$ cat src/rtl/crc_frame_engine.sv
// crc_frame_engine
// Streaming CRC engine. Framed DATA_W-bit beats arrive over a valid/ready
// handshake, and the engine emits one CRC result per frame. Generate mode
// returns the CRC of the frame. Check mode tests a frame that carries its own
// CRC as trailing beats against RESIDUE.
// Optional feature macro: CRC_STATS_EN adds the frame_cnt/err_cnt statistics
// outputs.

module crc_frame_engine #(
    parameter int               CRC_W   = 8,
    parameter int               DATA_W  = 8,
    parameter logic [CRC_W-1:0] POLY    = 8'h07,
    parameter logic [CRC_W-1:0] INIT    = 8'h00,
    parameter logic [CRC_W-1:0] XOROUT  = 8'h00,
    parameter logic [CRC_W-1:0] RESIDUE = 8'h00
) (
    input  logic              clk,
    input  logic              rst,
    input  logic              mode,
    input  logic              s_valid,
    output logic              s_ready,
    input  logic [DATA_W-1:0] s_data,
    input  logic              s_last,
    output logic              crc_valid,
    output logic [CRC_W-1:0]  crc_out,
    output logic              crc_ok
`ifdef CRC_STATS_EN
    ,
    output logic [15:0]       frame_cnt,
    output logic [15:0]       err_cnt
`endif
);

    typedef enum logic [1:0] {
        IDLE = 2'd0,
        RUN  = 2'd1,
        DONE = 2'd2
    } state_t;

    state_t             state;
    state_t             state_next;
    logic [CRC_W-1:0]   crc_reg;
    logic [CRC_W-1:0]   crc_next;
    logic [CRC_W-1:0]   result;
    logic               mode_r;
    logic               frame_mode;
    logic               accept;

    // Shift one whole beat through the CRC register, MSB first. A plain left
    // shift also covers CRC_W == 1, where a [CRC_W-2:0] slice would not exist.
    function automatic logic [CRC_W-1:0] crc_step(input logic [CRC_W-1:0] cur,
                                                  input logic [DATA_W-1:0] data);
        logic [CRC_W-1:0] r;
        logic             fb;
        r = cur;
        for (int i = DATA_W - 1; i >= 0; i--) begin
            fb = r[CRC_W-1] ^ data[i];
            r  = (r << 1) ^ (fb ? POLY : '0);
        end
        return r;
    endfunction

    // Handshake, the next-register value, and the mode that governs the
    // current frame. On the first beat, that mode is taken straight from the
    // pin.
    always_comb begin
        s_ready    = !rst && (state != DONE);
        crc_valid  = !rst && (state == DONE);
        accept     = s_valid && s_ready;
        crc_next   = crc_step(crc_reg, s_data);
        result     = crc_next ^ XOROUT;
        frame_mode = (state == IDLE) ? mode : mode_r;
    end

    // Next-state logic. The DONE state lasts a single cycle and always
    // returns to IDLE.
    always_comb begin
        state_next = state;
        case (state)
            IDLE, RUN: begin
                if (accept) begin
                    state_next = s_last ? DONE : RUN;
                end
            end
            DONE:    state_next = IDLE;
            default: state_next = IDLE;
        endcase
    end

    // Sequential logic for the state, the CRC register, and the results that
    // are held between frames.
    always_ff @(posedge clk) begin
        if (rst) begin
            state   <= IDLE;
            crc_reg <= INIT;
            mode_r  <= 1'b0;
            crc_out <= '0;
            crc_ok  <= 1'b0;
        end else begin
            state <= state_next;
            if (state == DONE) begin
                crc_reg <= INIT;
            end else if (accept) begin
                crc_reg <= crc_next;
            end
            if (accept && (state == IDLE)) begin
                mode_r <= mode;
            end
            if (accept && s_last) begin
                crc_out <= result;
                crc_ok  <= frame_mode && (result == RESIDUE);
            end
        end
    end

`ifdef CRC_STATS_EN
    // Frame and error counters. Each one advances during the single DONE cycle
    // and wraps naturally at 16 bits.
    always_ff @(posedge clk) begin
        if (rst) begin
            frame_cnt <= '0;
            err_cnt   <= '0;
        end else if (crc_valid) begin
            frame_cnt <= frame_cnt + 16'd1;
            if (mode_r && !crc_ok) begin
                err_cnt <= err_cnt + 16'd1;
            end
        end
    end
`endif

endmodule
$ cat config.mk
export PLATFORM = sky130hd
export DESIGN_NAME = crc_frame_engine
export DESIGN_NICKNAME = d
export VERILOG_FILES = /design/src/rtl/crc_frame_engine.sv
export SDC_FILE = /design/constraint.sdc
export NUM_CORES = 1
export LEC_CHECK = 0
export CORE_UTILIZATION = 35
export CTS_CLUSTER_SIZE = 8
export DETAILED_ROUTE_END_ITERATION = 8
export GPL_ROUTABILITY_DRIVEN = 0
export GPL_TIMING_DRIVEN = 0
export PLACE_DENSITY = 0.58
export SKIP_LAST_GASP = 1
export SLEW_MARGIN = 25
export SYNTH_ARGS = -nofsm -noshare
export SYNTH_HDL_FRONTEND = slang
export SYNTH_SLANG_ARGS = --single-unit
$ cat constraint.sdc
create_clock -name clk -period 5 [get_ports clk]
set_clock_uncertainty 0.2 [all_clocks]
set_input_delay 1.25 -clock clk [delete_from_list [all_inputs] [get_ports clk]]
set_output_delay 1.25 -clock clk [all_outputs]
set_load 0.03 [all_outputs]
# Word-level counts from Yosys, hierarchy flattened
# Cells that the tools add are included.
# op_classes
add_sub_neg,0
multipliers,0
n_div,0
n_lt_le_gt_ge,0
eq_ne,3
shifts,0
muxes,10
bitwise_logic,17
reduce_logical,12
# ops
op,count
$xor A8 B3 Y8,8
$mux W3,8
$logic_not A8 Y1,1
$xor A1 B1 Y1,8
$logic_and A1 B1 Y1,6
$reduce_or A2 Y1,3
$eq A2 B1 Y1 const B,1
$eq A2 B2 Y1 const B,1
$logic_not A2 Y1,1
$mux W2,1
$ne A2 B2 Y1 const B,1
$logic_not A1 Y1,1
$mux W1,1
$not A1 Y1,1
# word_totals
ff_bits,20
latchBits,0
ram_bits,0
rom_bits,0
word_cells,47
mem_count,0

# Logic depth before layout (Yosys ltp)
# logic_depth
ltp_word,26
mapped_depth,7
mapped_depth_nobuf,5

# Worst setup path before layout
# OpenSTA, ideal clock, no wires.
# synth_path
path_kind,input -> output
start,input port rst
end,output port crc_valid
arrival_time_ns,1.862
required_time_ns,3.550
setup_slack_ns,1.688
stages,2
path_cell_list,clkbuf_1 -> nor2_1
# synth_between
elab_chain_cells,2
# synth_lines
item,line_no,source
from (decl),18,"input logic rst,"
$logic_not A1 Y1,68,crc_valid = !rst && (state == DONE);
$logic_and A1 B1 Y1,68,
to (decl),24,"output logic crc_valid,"
# No other way between the ends.

# Worst setup path after layout
# Same ends and word-level chain as after synthesis.

==> summary.txt <==
Synth
  • Synth area leader: dfxtp_1
  • Mapped Cells: 107
  • Most used DFF post-synth: dfxtp_1
  • Top cells by area, synth: dfxtp_1, xnor2_1, a211oi_1
  • Synthesized Nets: 120
  • Share of the yosys chip area belonging to registers: 0.389
  • Top-count cell post-synth: dfxtp_1
  • Share of synthesized registers carrying an async set or reset: 0
  • Yosys cell types: 27
  • Top cell type's share of synthesized area: 0.389
  • Post-synth EDFFs: 0
  • Top cells by count, synth: dfxtp_1, nor2_1, xnor2_1
  • Post-Syn Area: 0.00103 mm²
  • Syn avg cell area: 9.62 µm²
  • YS warnings: 0
  • Seq cells post-synth: 20

CTS
  • Post_cts resized: 0
  • Root buffer cell: clkbuf_4
  • H-Tree Depth: 1
  • Num CTS Buffers: 3
  • CTS Buffer Depth: 2
  • Worst skew pair latency: 0.30 ns
  • CTS tree: yes
  • Postcts setup bufs: 0
  • Total clock sinks: 20
  • Hold buffers post-CTS: 0
  • Clk slew on worst S/H paths: 0.11 ns

Timing
  • Actual slew at the worst max-slew pin: 0.474 ns
  • RSZ-0062 raised after global routing: false
  • Max_slew headroom: 0.682
  • Min Tclk post-route: 4.33 ns
  • Fmax: 0.231 GHz
  • Hold slack final: 0.275 ns
  • Setup TNS: 0 ns
  • Hold Vio Cnt, Final: 0
  • Final setup violation count: 0
  • Crit share post-route: 0.866
  • Final Max Tran Viols: 0

Global route
  • First-pass GRT wire length: 3430 µm
  • Vias in the first global route: 731
  • Largest net degree at the start of global routing: 11
  • Global Route Usage Sum: 0.146
  • Initial antenna violation count: 0
  • Total grt overflow: 0

Critical path
  • Slowest stage cell, crit path: clkdlybuf4s50_1
  • Critical path capture point type: output port
  • Most frequent CP cell: clkdlybuf4s50_1
  • FF-to-FF Start: state[0]
  • Critical Path AT: 2.88 ns
  • Worst setup endpoint: crc_valid
  • Worst path bufs/invs: 3
  • Max incr delay on CP: 0.60 ns
  • Crit path from: rst
  • Crit Path Max Fanout: 10
  • CP required: 3.55 ns
  • Levels on crit path: 4
  • Startpoint types: primary input
  • Crit-path leading delay family: buffers and inverters
  • R2r setup slk: 3.03 ns
  • Reg2reg end: crc_out[6]
  • Crit path kind: primary input to output port
  • Worst Reg2Reg Path Length in Cells: 7
  • Crit path cell chain: clkdlybuf4s50_1 -> clkbuf_1 -> nor2_1 -> clkdlybuf4s50_1

Floorplan
  • Die Height: 56.2 µm
  • Core area: 0.00278 mm²
  • IO Count: 24
  • Chip width: 56.2 µm
  • Initial Utilization: 0.370
  • Die ar.: 0.00316 mm²
  • Row count: 19

Drt
  • DRT antenna net count: 0
  • Final wirelength: 2060 µm
  • Remaining DRCs: 0
  • Drt wl/cell: 12.6 µm
  • Vias per cell: 4.88
  • First-pass DRT Iterations: 4
  • Detailed-route via count: 796
  • DRT iter0 DRCs: 20

Placed design
  • Post-DP HPWL: 1620 µm
  • IO Port Bufs: 22

Outcome
  • Status: finished clean

Power and ir drop
  • Pwr/cell area: 449 mW/mm²
  • P_leak: 0.488 nW
  • Maximum vdd drop: 0.000247 V

Cells and area
  • NumNets Final: 147
  • # fillers: 276
  • Syn-to-layout area delta: 27.3%
  • ANT cells: 0
  • Share of post-route cells with drive strength above 1: 0.0909

Flow run
  • Maxcap violations: 0

Worst hold path
  • Hold crit path type: flip-flop to flip-flop
## worst min path at each step
| stage | startpoint | endpoint | slack, ns | cells after the start |
|---|---|---|---|---|
| finish | crc_ok | crc_ok | 0.28 | 2 |
| global route | crc_ok | crc_ok | 0.30 | 2 |
| CTS | mode_r | mode_r | 0.28 | 2 |
| detailed placement | mode_r | mode_r | 0.26 | 2 |
| global placement | mode_r | mode_r | 0.24 | 2 |
| floorplan | mode_r | mode_r | 0.24 | 2 |
## worst register-to-register path, delay by kind of cell, from the launching register on
kind / cells / cell delay, ns
DFF: 1 / 0.36
buffers and inverters: 2 / 0.47
and+or+nand+nor: 4 / 0.64
AOI/OAI and AO/OA: 1 / 0.21
## per-layer routing
layer,vias up,global-route usage,share of wire
met4,0,0.0627,0.0083
met2,16,0.228,0.46
li1,419,-,-
met3,2,0.0326,0.041
met5,-,0,0
met1,359,0.193,0.49
## final cells by class
class                   instances  area [µm²]  share of cell area
multi-input cells              81         601               0.458
flip-flops and latches         20         400               0.305
plain buffers                   5        25.0              0.0191
well taps                      31        38.8              0.0296
clock buffers                   3        22.5              0.0172
inverters                       1        3.75             0.00286
repair buffers                 22         220               0.168
## cells in the final DEF, fill, tap and decap left out, drive strengths merged
master and count:
o2111ai 1, buf 3, and3 1, nor3 3
mux2i 2, inv 1, clkdlybuf4s50 22, nand2 5
nor4b 1, xor3 1, xnor2 17, a211oi 13
nand2b 3, dfxtp 20, xnor3 2, nor2b 2
xor2 5, a21oi 2, nor2 19, o21ai 1
nand3b 1, clkbuf 5, or3b 1, nand3 1
## report_power, final
| group | total (mW) | switching, mW | internal, mW |
|---|---|---|---|
| clock | 0.0760 | 0.0479 | 0.0281 |
| combinational | 0.307 | 0.155 | 0.151 |
| sequential | 0.206 | 0.0205 | 0.185 |
| total | 0.588 | 0.224 | 0.365 |
## stage by stage
| stage | instances | setup slack (ns) | cell area [µm²] | utilization | total power, mW |
|---|---|---|---|---|---|
| finish | 163 | 0.672 | 1310 | 0.471 | 0.588 |
| floorplan | 107 | 1.69 | 1030 | - | 0.449 |
| CTS | 163 | 0.648 | 1310 | 0.471 | 0.598 |
| detailed placement | 160 | 0.663 | 1290 | 0.463 | 0.520 |
| global placement | 160 | 0.657 | 1290 | 0.463 | 0.511 |
| global route | 163 | 0.546 | 1310 | 0.471 | 0.633 |
## kinds of logic (layout without fill, tap and decap cells)
group,count (synthesis),in the layout,synth area share
multiplexers,2,2,0.0194
flip-flops,20,20,0.389
buffers and inverters,6,31,0.0279
AO/OA/AOI/OAI,17,17,0.118
AND/OR/NAND/NOR,37,37,0.169
XOR/XNOR,25,25,0.277
Note: power is estimated with default switching activity, not from simulation.
